--- config.mk ---
export PLATFORM = sky130hd
export DESIGN_NAME = polar_enc_rr_scheduler
export DESIGN_NICKNAME = d
export VERILOG_FILES = /design/src/rtl/polar_enc_rr_scheduler.sv
export SDC_FILE = /design/constraint.sdc
export NUM_CORES = 1
export LEC_CHECK = 0
export BUFFER_PORTS_ARGS = -buffer_cell sky130_fd_sc_hd__buf_4
export CORE_MARGIN = 3
export CORE_UTILIZATION = 50
export CTS_CLUSTER_DIAMETER = 30
export CTS_CLUSTER_SIZE = 12
export DETAILED_ROUTE_END_ITERATION = 16
export GPL_ROUTABILITY_DRIVEN = 0
export GPL_TIMING_DRIVEN = 0
export PLACE_DENSITY_LB_ADDON = 0.3
export SYNTH_ARGS = -nofsm -noshare
export SYNTH_HDL_FRONTEND = slang
export SYNTH_SLANG_ARGS = --single-unit
--- constraint.sdc ---
create_clock -name clk -period 8.7 [get_ports clk]
set_input_delay 1.74 -clock clk [delete_from_list [all_inputs] [get_ports clk]]
set_output_delay 1.74 -clock clk [all_outputs]
set_load 0.1 [all_outputs]
--- src/rtl/polar_enc_rr_scheduler.sv ---
// polar_enc_rr_scheduler: round-robin sharing of one polar/CRC16 encoder core with timeout recovery
module polar_enc_rr_scheduler #(
  parameter int N_REQ   = 4,
  parameter int ID_W    = 2,
  parameter int TIMEOUT = 15
) (
  input  logic                  clk,
  input  logic                  rst,
  input  logic [N_REQ-1:0]      req_valid_i,
  input  logic [24*N_REQ-1:0]   req_data_i,
  output logic [N_REQ-1:0]      req_ready_o,
  output logic                  enc_start_o,
  output logic [23:0]           enc_data_o,
  input  logic                  enc_done_i,
  input  logic [63:0]           enc_codeword_i,
  output logic                  rsp_valid_o,
  input  logic                  rsp_ready_i,
  output logic [ID_W-1:0]       rsp_id_o,
  output logic [63:0]           rsp_codeword_o,
  output logic                  rsp_err_o,
  output logic                  busy_o,
  output logic [15:0]           jobs_ok_o
);
  typedef enum logic [1:0] {IDLE, ISSUE, WAIT, RESP} state_t;
  state_t state_q, state_d;
  logic [ID_W-1:0] ptr_q, ptr_d, id_q, id_d, off, gnt;
  logic [ID_W:0] sum;
  logic [7:0] timer_q, timer_d;
  logic [15:0] jobs_ok_q, jobs_ok_d;
  logic [23:0] data_q, data_d;
  logic [63:0] cw_q, cw_d;
  logic err_q, err_d, found;
  logic [N_REQ-1:0] rot;
  assign rot = N_REQ'({req_valid_i, req_valid_i} >> ptr_q);
  always_comb begin
    found = 1'b0;
    off = '0;
    for (int k = N_REQ - 1; k >= 0; k--) begin
      if (rot[k]) begin
        found = 1'b1;
        off = ID_W'(k);
      end
    end
  end
  assign sum = {1'b0, ptr_q} + {1'b0, off};
  assign gnt = sum >= (ID_W+1)'(N_REQ) ? ID_W'(sum - (ID_W+1)'(N_REQ)) : sum[ID_W-1:0];
  always_comb begin
    state_d   = state_q;
    ptr_d     = ptr_q;
    id_d      = id_q;
    timer_d   = timer_q;
    jobs_ok_d = jobs_ok_q;
    data_d    = data_q;
    cw_d      = cw_q;
    err_d     = err_q;
    unique case (state_q)
      IDLE: if (found) begin
        id_d    = gnt;
        data_d  = req_data_i[24*gnt +: 24];
        state_d = ISSUE;
      end
      ISSUE: begin
        timer_d = '0;
        state_d = WAIT;
      end
      WAIT: begin
        if (enc_done_i || timer_q == 8'(TIMEOUT - 1)) state_d = RESP;
        cw_d    = enc_done_i ? enc_codeword_i : (timer_q == 8'(TIMEOUT - 1) ? 64'd0 : cw_q);
        err_d   = enc_done_i ? 1'b0 : (timer_q == 8'(TIMEOUT - 1) ? 1'b1 : err_q);
        timer_d = timer_q + 8'd1;
      end
      RESP: if (rsp_ready_i) begin
        ptr_d     = id_q == ID_W'(N_REQ - 1) ? '0 : id_q + ID_W'(1);
        jobs_ok_d = jobs_ok_q + {15'd0, ~err_q};
        state_d   = IDLE;
      end
      default: state_d = IDLE;
    endcase
  end
  always_ff @(posedge clk) begin
    if (rst) begin
      state_q   <= IDLE;
      ptr_q     <= '0;
      id_q      <= '0;
      timer_q   <= '0;
      jobs_ok_q <= '0;
      data_q    <= '0;
      cw_q      <= '0;
      err_q     <= 1'b0;
    end else begin
      state_q   <= state_d;
      ptr_q     <= ptr_d;
      id_q      <= id_d;
      timer_q   <= timer_d;
      jobs_ok_q <= jobs_ok_d;
      data_q    <= data_d;
      cw_q      <= cw_d;
      err_q     <= err_d;
    end
  end
  assign req_ready_o    = (state_q == IDLE && found) ? N_REQ'(1) << gnt : '0;
  assign enc_start_o    = state_q == ISSUE;
  assign enc_data_o     = data_q;
  assign rsp_valid_o    = state_q == RESP;
  assign rsp_id_o       = id_q;
  assign rsp_codeword_o = cw_q;
  assign rsp_err_o      = err_q;
  assign busy_o         = state_q != IDLE;
  assign jobs_ok_o      = jobs_ok_q;
endmodule

After elaboration in Yosys (flattened, before gate mapping). Cells that the tools add are included.

Register bits after elaboration: 119. Input port bits: 168. Output and inout bits: 114. Word-level logic and storage cells: 57.

Add/sub/neg operators: 5. Multipliers: 1. Magnitude comparators: 1. Equality and inequality tests: 8. Shift-type cells: 3. Multiplexer cells: 20. Bitwise operators: 1. Reductions and logical operators: 10.

Operators by type and width (count): 2-to-1 mux 64 bit (2); variable part select 96 x 8 -> 24 bit (1); 2-to-1 mux 2 bit (9); adder 16 x 1 -> 16 bit (1); one-hot mux 8 bit (2 select lines) (1); adder 8 x 1 -> 8 bit (second input constant) (1); == test 8 x 4 -> 1 bit (second input constant) (1); one-hot mux 2 bit (4 select lines) (1); right shift 8 x 2 -> 4 bit (1); == test 2 bit (second input constant) (3); 2-to-1 mux 1 bit (6); AND reduction 2 bit (3); nonzero test 2 bit (3); multiplier 2 x 2 -> 4 bit (first input constant) (1); 2-to-1 mux 4 bit (1); != test 2 bit (second input constant) (2); << shifter 1 x 2 -> 4 bit (first input constant) (1); adder 2 x 2 -> 3 bit (1); >= comparator 3 bit (second input constant) (1); AND reduction 3 bit (1); adder 2 x 1 -> 2 bit (second input constant) (1); == test 2 x 1 -> 1 bit (second input constant) (1); logical NOT 2 bit (1); != test 2 x 1 -> 1 bit (second input constant) (1); other kinds (4) (4).

Logic depth before layout (Yosys ltp). Gate-level depths: netlist (run 1).

Word-level depth: 10. Gate-level depth with buffers: 14. Gate-level depth less buffers: 11.

Least setup slack after synthesis (run 1). OpenSTA, ideal clock, no wires.

Path type: input -> output. Start: input req_valid_i[2]. End: output req_ready_o[2]. Data arrival time: 5.305 ns. Required time: 6.960 ns. Setup slack: 1.655 ns. Stages on the path: 7. Buffers on the path: 1. Path through: buf_6 > or4_1 > nand3_1 > ha_1 > xnor2_1 > or3_1 > a21boi_0.

Word-level cells in the longest chain between the ends: 10. Elaborated cells on any way between the ends: 16. Those cells by class: add/sub (2); order compare (1); shift (2); mux (10); reduce/logical (1).

RTL lines: start: declaration (RTL line 9) `input logic [N_REQ-1:0] req_valid_i,`; right shift 8 x 2 -> 4 bit * (RTL line 34) `assign rot = N_REQ'({req_valid_i, req_valid_i} >> ptr_q);`; 2-to-1 mux 2 bit (4 in a row) (RTL line 39) `if (rot[k]) begin`; adder 2 x 2 -> 3 bit (RTL line 45) `assign sum = {1'b0, ptr_q} + {1'b0, off};`; >= comparator 3 bit / subtractor 2 x 1 -> 2 bit (equally long branches) (RTL line 46) `assign gnt = sum >= (ID_W+1)'(N_REQ) ? ID_W'(sum - (ID_W+1)'(N_REQ)) : sum[ID_W-1:0];`; 2-to-1 mux 2 bit (RTL line 46); << shifter 1 x 2 -> 4 bit (RTL line 101) `assign req_ready_o = (state_q == IDLE && found) ? N_REQ'(1) << gnt : '0;`; 2-to-1 mux 4 bit * (RTL line 101); end: declaration (RTL line 11) `output logic [N_REQ-1:0] req_ready_o,`.

Mark *: on every way between the ends. The rest lies on a longest branch, timed or not.

Final worst setup path (run 1).
Start: input req_valid_i[1]. End: output req_ready_o[1].

Same word-level chain as after synthesis.

==> impl_metrics.toml, run 1 <==
[logic_synthesis]
yosysUniqueCellTypes = 49
synth_area_leaders = "dfxtp_1, a22oi_1, mux2_2"
synthArstFlopShare_pct = 0
syn-num-nets = 796
yosysMostFrequentCell = "dfxtp_1"
postSynthCellCount = 617
synth_edf_count = 0
synth_top_area_share_pct = 40.79
synthTopCellsByCount = "dfxtp_1, nor2_1, a22oi_1, mux2_2, nor3_1"
yosysWarnings = 0
yosys_register_bits = 119
ys.flop_type = "dfxtp_1"
synth.yosys.seq_area_share_pct = 40.79
yosys.area.top_type = "dfxtp_1"
netlist_area_um2 = 5841
synth.avg_cell_area_um2 = 9.466

[worst_setup_path]
rr_startpoint = "ptr_q[0]$_SDFFE_PP0P_"
crit_fanout = 10
cp-start-kind = "input port"
critical_path_class = "in2out"
r2r_slack_ps = 5270
arrival_ps = 4480
crit_required_ps = 6960
worstRegToRegCells = 13
reg2reg_to = "enc_data_o[18]$_SDFFE_PP0P_"
crit_path_end_kind = "primary output"

[sta]
fin_skew_ps = 10.11
drv_slew = 0
fin_crit_ps = 6216
hold_viol_final = 0
finalCritPeriodShare_pct = 71.45
clock.fmax_ghz = 0.1609
rsz0062_at_grt = "false"
fin_tns_setup_ps = 0
worst_pin_slew_ps = 678.1
slew_headroom_pct = 54.79
setup_viol_count_final = 0
hold_slack_ps = 492.1

[hold_path]
holdPathStages = 2
min_path_type = "reg2reg"
hold_end = "jobs_ok_o[0]$_SDFFE_PP0P_"
hp-start = "jobs_ok_o[0]$_SDFFE_PP0P_"

[floorplan]
start_util_pct = 52.50
die_w_um = 114.1
rows = 38
dieArea_um2 = 13010
dieHeight_um = 114.1
coreArea_um2 = 11130
io_pins = 282

[cells_and_area]
area_growth_pct = 48.91
fillers = 763
antenna_cells = 0
multi_input_area_um2 = 3124
nets = 1094
regArea_um2 = 2382
layout-drive-gt1-share_pct = 42.78
finalNonFillerCells = 1068
final_area_um2 = 8697

[clock_network]
root_buffer = "clkbuf_16"
htree_num_levels = 4
postCtsSetupBuffers = 0
cts_tree = "yes"
cts.reportedPaths.clkPinSlew_ps = 60
cts_buffers = 17
cts.sinks = 119
holdBufCountCts = 0
postCtsResizedCells = 0
clock_latency_ps = 410
clockBufferDepth = 2

[pwr]
p_leak_nw = 3.822
power_density_nw_per_um2 = 323.4
peakVddDrop_mv = 0.3230
p_total_mw = 2.813

[placed_design]
dp.cells = 1036
port_buffers = 279
placed_area_um2 = 8110
place_hpwl_mm = 15.29

[detailed_routing]
wl_per_cell_um = 18.68
vias_per_cell = 5.734
drc = 0
drt-total-wl_mm = 19.95
ant_nets = 0
firstDrtPassIters = 8
drt_iter0_drc = 417
vias = 6124

[global_route]
grt_pass1_vias = 6220
grt_pass1_wl_mm = 30.71
grt_max_degree = 17
groute.usage.overall_pct = 29.53
antenna_found_initial = 0
grt.overflow.total = 0

[status]
status = "completed"

[job]
max-cap-violations = 0
## metal layers
layer | share of wire [%] | vias to the layer above | GRT usage [%] | wire, um
met5 | 0 | - | 0 | 0
met4 | 3.7 | 0 | 13.54 | 736
met3 | 9.0 | 53 | 9.091 | 1797
met2 | 51 | 293 | 52.97 | 10180
met1 | 36 | 2884 | 31.65 | 7232
li1 | - | 2894 | - | -
## cell type report
class / count / area share, %
Inverter: 9 / 0.3884
Buffer: 55 / 3.453
Sequential cell: 119 / 27.39
Clock buffer: 18 / 5.050
Timing Repair Buffer: 279 / 24.08
Clock inverter: 14 / 1.698
Multi-Input combinational cell: 434 / 35.92
Tap cell: 140 / 2.014
## worst max-delay path by stage
| stage | startpoint | end | slack [ps] | cells after the start |
|---|---|---|---|---|
| after global routing | req_valid_i[1] | req_ready_o[1] | 2390 | 11 |
| final | req_valid_i[1] | req_ready_o[1] | 2480 | 11 |
| after floorplan | req_valid_i[2] | req_ready_o[2] | 1650 | 7 |
| after global placement | req_valid_i[1] | req_ready_o[1] | 2640 | 11 |
| after CTS | req_valid_i[1] | req_ready_o[1] | 2540 | 11 |
| after detailed placement | req_valid_i[1] | req_ready_o[1] | 2610 | 11 |
## flip-flops by register name, summed over array words and instances, names as in the netlist
name,count
rsp_id_o,2
jobs_ok_o,16
ptr_q,2
enc_data_o,24
state_q,2
rsp_codeword_o,64
rsp_err_o,1
timer_q,8
## cell families after synthesis
kind of cell	Yosys count	synth area share, %
buffers and inverters	64	5.720
AOI/OAI and AO/OA	170	24.31
adders and majority gates	11	2.356
muxes	49	9.426
and+or+nand+nor	189	15.15
DFF	119	40.79
xor gates and xnor gates	15	2.249
## critical path: stages
cell,delay [ps]
buf_4,140
nand2b_1,190
o21ai_0,120
o21ai_0,200
nand3_1,140
ha_1,380
buf_2,310
clkbuf_1,560
nand2_1,160
and3b_1,240
buf_4,280
## layout by cell type (no fill, tap or decap), types with 3 or more instances in the layout
| cell type | instances |
|---|---|
| a21oi_1 | 15 |
| nand3_1 | 7 |
| xor2_1 | 9 |
| or3_1 | 9 |
| nand4_1 | 4 |
| mux2_2 | 48 |
| buf_6 | 10 |
| nand2b_1 | 4 |
| buf_2 | 6 |
| nor3_1 | 34 |
| clkinv_2 | 4 |
| dfxtp_1 | 119 |
| a22o_1 | 24 |
| xnor2_1 | 6 |
| clkbuf_16 | 17 |
| nor2_1 | 89 |
| clkbuf_1 | 27 |
| o21ai_0 | 8 |
| buf_1 | 9 |
| buf_4 | 282 |
| a221o_1 | 24 |
| clkinv_4 | 3 |
| inv_1 | 9 |
| ha_1 | 11 |
| inv_6 | 3 |
| a22oi_2 | 10 |
| and3_1 | 3 |
| nand2_1 | 23 |
| a22oi_1 | 78 |
## power breakdown
part / switching [mW] / internal, mW
logic: 1.03 / 0.400
registers: 0.0557 / 0.632
clock network: 0.264 / 0.430
total: 1.35 / 1.46
## stage by stage
| step | utilization [%] | setup slack, ps |
|---|---|---|
| detailed placement | 72.90 | 2615 |
| CTS | 78.17 | 2541 |
| floorplan | - | 1655 |
| global route | 78.17 | 2387 |
| finish | 78.17 | 2484 |
| global placement | 72.90 | 2644 |
(Power assumes the default switching activity.)
==> run 2: changes to the inputs <==
- ABC_AREA: not set -> 1
- CORE_UTILIZATION: 50 -> 42
- clock period: 8.7 -> 5.08 ns (I/O delays scaled with it)
==> impl_metrics.toml, run 2 <==
[status]
status = "completed"

[pwr]
p_comb_share_pct = 51.8
switchingPower_mw = 2.424
p_seq_share_pct = 23.5
p_int_mw = 2.597
peakVddDrop_mv = 0.3900
p_total_mw = 5.021
power_density_nw_per_um2 = 588.6
swShare_pct = 48.27
p_leak_nw = 3.786
pwr-share-clk_pct = 24.6

[logic_synthesis]
yosysWarnings = 0
synth.yosys.seq_area_share_pct = 42.59
yosysUniqueCellTypes = 33
synth_top_area_share_pct = 42.59
synthTopCellsByCount = "nand2_1, dfxtp_1, a21oi_1, nand3_1, mux2i_1"
yosys_register_bits = 119
yosysMostFrequentCell = "nand2_1"
synthArstFlopShare_pct = 0
postSynthCellCount = 730
synth_edf_count = 0
yosys.area.top_type = "dfxtp_1"
synth_area_leaders = "dfxtp_1, nand2_1, mux2i_1"
ys.flop_type = "dfxtp_1"
netlist_area_um2 = 5594
syn-num-nets = 909
synth.avg_cell_area_um2 = 7.663

[global_route]
grt_max_degree = 17
busiest_layer = "met2"
gr-usage-met1_pct = 27.41
grt_pass1_vias = 5769
grt_pass1_wl_mm = 27.89
grtUsageMet2_pct = 42.38
grt_use_met3_pct = 7.366
antenna_found_initial = 0
grt.overflow.total = 0
groute.usage.overall_pct = 23.87

[clock_network]
htree_num_levels = 4
cts.sinks = 119
holdBufCountCts = 0
clockBufferDepth = 2
postCtsSetupBuffers = 0
clock_latency_ps = 400
postCtsResizedCells = 0
root_buffer = "clkbuf_16"
cts.reportedPaths.clkPinSlew_ps = 50
cts_tree = "yes"
cts_buffers = 17

[placed_design]
port_buffers = 280
place_hpwl_mm = 14.13
dp.cells = 1182

[cells_and_area]
antenna_cells = 0
post-route-util_pct = 66.51
nets = 1208
layout-drive-gt1-share_pct = 34.97
final_common_cell = "buf_4"
largest_reg_flops = 64
final_cell_mix = "buf_4, nand2_1, dfxtp_1"
area_growth_pct = 52.47
finalNonFillerCells = 1213

[worst_setup_path]
critical_path_class = "in2out"
rr_startpoint = "ptr_q[0]$_SDFFE_PP0P_"
arrival_ps = 3390
cp-start-kind = "input port"
crit_required_ps = 4060
crit_fanout = 10
crit_start = "req_valid_i[1]"
crit_path_end_kind = "primary output"

[detailed_routing]
wl_per_cell_um = 14.79
firstDrtPassIters = 5
drt-total-wl_mm = 17.94
vias = 5938
drc = 0
vias_per_cell = 4.895
drt_iter0_drc = 310
ant_nets = 0

[floorplan]
die_w_um = 121.4
rows = 41
dieHeight_um = 121.4
io_pins = 282
start_util_pct = 43.62
dieArea_um2 = 14740
coreArea_um2 = 12820

[sta]
finalCritPeriodShare_pct = 86.82
rsz0062_at_grt = "false"
hold_viol_final = 0
fin_skew_ps = 10.19
setup_viol_count_final = 0
slew_headroom_pct = 43.90
worst_pin_slew_ps = 841.5
fin_crit_ps = 4411
drv_slew = 0
clock.fmax_ghz = 0.2267
fin_tns_setup_ps = 0

[hold_path]
hp-start = "timer_q[7]$_SDFFE_PP0P_"
min_path_type = "reg2reg"

[job]
max-cap-violations = 0
## run 2: cell type report
| class | count | area, um2 |
|---|---|---|
| inverters | 34 | 132.6 |
| clock buffers | 24 | 501.7 |
| well taps | 172 | 215.2 |
| multi-input cells | 535 | 2875 |
| clock inverters | 7 | 116.4 |
| plain buffers | 42 | 203.9 |
| repair buffers | 280 | 2102 |
| fillers | 1133 | 4295 |
| flip-flops and latches | 119 | 2382 |
## run 2: logic make-up after synthesis
group,after synthesis,share of synthesized area (%)
simple gates,344,26.71
compound gates,128,12.88
flops,119,42.59
buf+inv,76,6.016
mux,48,8.589
fa+ha+maj,11,2.460
xor+xnor,4,0.7606
## run 2: metrics by stage
stage	hold WS, ps	worst slack [ps]	area [um2]
after floorplan	423.2	239.0	5594
after global placement	444.6	711.1	7911
after detailed placement	449.0	695.6	7911
after CTS	455.4	691.1	8529
after global routing	475.8	449.1	8529
final	450.9	669.3	8529
## run 2: final timing paths
kind / endpoint / slack [ps] / cells past startpoint
max: req_ready_o[3] / 670 / 13
min: timer_q[7]$_SDFFE_PP0P_ / 450 / 1
max reg2reg: enc_data_o[6]$_SDFFE_PP0P_ / 2120 / 13
min reg2reg: timer_q[7]$_SDFFE_PP0P_ / 450 / 1
## run 2: power by group through the flow
stage | Sequential (mW) | Clock [mW] | Combinational [mW]
6_report | 1.18 | 1.24 | 2.60
5_1_grt | 1.20 | 1.30 | 2.75
4_1_cts | 1.18 | 1.25 | 2.61
3_5_place_dp | 1.19 | 0 | 2.60
3_3_place_gp | 1.19 | 0 | 2.58
2_1_floorplan | 2.18 | 0 | 1.02
## run 2: per-layer routing
layer | vias to the layer above | part of all wire [%]
li1 | 3010 | -
met3 | 34 | 6.5
met4 | 0 | 2.2
met2 | 187 | 51
met5 | - | 0
met1 | 2707 | 40
## run 2: worst max-delay path, cell delays in order
cell,delay [ps]
buf_4,110
nand2_1,70
nand3_1,80
nand2_1,140
nand3_1,80
a21boi_0,250
ha_1,180
clkbuf_1,230
buf_2,360
buf_2,360
inv_1,90
nor2_1,110
buf_4,290
==> run 3: changes to the inputs <==
- ABC_AREA: 1 -> not set
- CORE_UTILIZATION: 42 -> 43
- CTS_BUF_LIST: not set -> sky130_fd_sc_hd__clkbuf_8
- CTS_CLUSTER_SIZE: 12 -> not set
==> impl_metrics.toml, run 3 (synthesis gave the netlist of run 1 again) <==
[sta]
fin_crit_ps = 4673
rsz0062_at_grt = "false"
clock.fmax_ghz = 0.2140
fin_skew_ps = 8.183
finalCritPeriodShare_pct = 91.98
slew_headroom_pct = 53.21
setup_viol_count_final = 0
worst_pin_slew_ps = 701.8
drv_slew = 0
fin_tns_setup_ps = 0
hold_viol_final = 0

[cells_and_area]
nets = 1094
layout-drive-gt1-share_pct = 42.46
multi_input_area_um2 = 3124
final_area_um2 = 8559
largest_reg_flops = 64
regArea_um2 = 2382
antenna_cells = 0
final_cell_mix = "buf_4, dfxtp_1, nor2_1"
post-route-util_pct = 66.21
area_growth_pct = 46.55
fillers = 1092
final_common_cell = "buf_4"

[global_route]
grt.overflow.total = 0
grt_max_degree = 17
grtUsageMet2_pct = 42.91
antenna_found_initial = 0
grt_pass1_wl_mm = 28.34
grt_use_met3_pct = 9.078
groute.usage.overall_pct = 23.96
busiest_layer = "met2"
grt_pass1_vias = 5737
gr-usage-met1_pct = 26.21

[worst_setup_path]
rr_startpoint = "ptr_q[0]$_SDFFE_PP0P_"
crit_required_ps = 4060
crit_fanout = 10
crit_path_end_kind = "primary output"
r2r_slack_ps = 1730
arrival_ps = 3660
cp-start-kind = "input port"
critical_path_class = "in2out"
crit_start = "req_valid_i[1]"

[detailed_routing]
drt-total-wl_mm = 19.05
drt_iter0_drc = 529
vias = 5968
ant_nets = 0
wl_per_cell_um = 17.32
drc = 0
firstDrtPassIters = 5
vias_per_cell = 5.425

[clock_network]
clock_latency_ps = 430
cts.sinks = 119
htree_num_levels = 4
postCtsResizedCells = 0
cts_tree = "yes"
root_buffer = "clkbuf_8"
clockBufferDepth = 2
cts_buffers = 17
holdBufCountCts = 0
cts.reportedPaths.clkPinSlew_ps = 70
postCtsSetupBuffers = 0

[placed_design]
port_buffers = 279
place_hpwl_mm = 14.56
placed_area_um2 = 8150

[hold_path]
hp-start = "jobs_ok_o[0]$_SDFFE_PP0P_"
min_path_type = "reg2reg"

[floorplan]
dieArea_um2 = 15020
die_w_um = 122.5
coreArea_um2 = 12930
io_pins = 282
rows = 41
dieHeight_um = 122.5
start_util_pct = 45.18

[job]
max-cap-violations = 0

[pwr]
peakVddDrop_mv = 0.2557
power_density_nw_per_um2 = 524.9
p_total_mw = 4.493
p_leak_nw = 3.736

[status]
status = "completed"
[run 3: worst paths after layout]
path / cells after the start / end
setup / recovery: 11 / req_ready_o[1]
hold / removal: 2 / jobs_ok_o[0]$_SDFFE_PP0P_
setup reg to reg: 13 / enc_data_o[14]$_SDFFE_PP0P_
hold reg to reg: 2 / jobs_ok_o[0]$_SDFFE_PP0P_
[run 3: critical path: stages]
cell and delay [ps]:
buf_4 140, nand2b_1 190, o21ai_0 90, o21ai_0 150, nand3_1 140, ha_1 360
buf_2 290, clkbuf_1 580, nand2_1 170, and3b_1 250, buf_4 280
[run 3: cell type report]
cell class,count,share of cell area [%]
Tap cell,172,2.514
Sequential cell,119,27.83
Clock buffer,18,2.894
Clock inverter,14,1.886
Multi-Input combinational cell,434,36.50
Inverter,9,0.3947
Timing Repair Buffer,279,24.47
Buffer,55,3.508
[run 3: stage by stage]
step	worst slack [ps]	instances	hold WS, ps
after floorplan	19.98	617	458.8
final	407.4	1100	481.2
after global routing	192.6	1100	500.3
after detailed placement	385.0	1068	470.1
after global placement	407.5	1068	468.0
after CTS	356.6	1100	482.4
[run 3: metal layers]
metal  up-vias  share of wire (%)  wire, um
li1       2886                  -         -
met1      2805                 39      7338
met2       255                 51      9630
met3        22                9.4      1799
met4         0                1.5       280
met5         -                  0         0
[run 3: power by group]
group | leakage [nW] | switching (mW) | internal (mW)
Combinational | 2.57 | 1.75 | 0.684
Clock | 0.201 | 0.396 | 0.493
Sequential | 0.967 | 0.0914 | 1.08
Total | 3.74 | 2.23 | 2.26
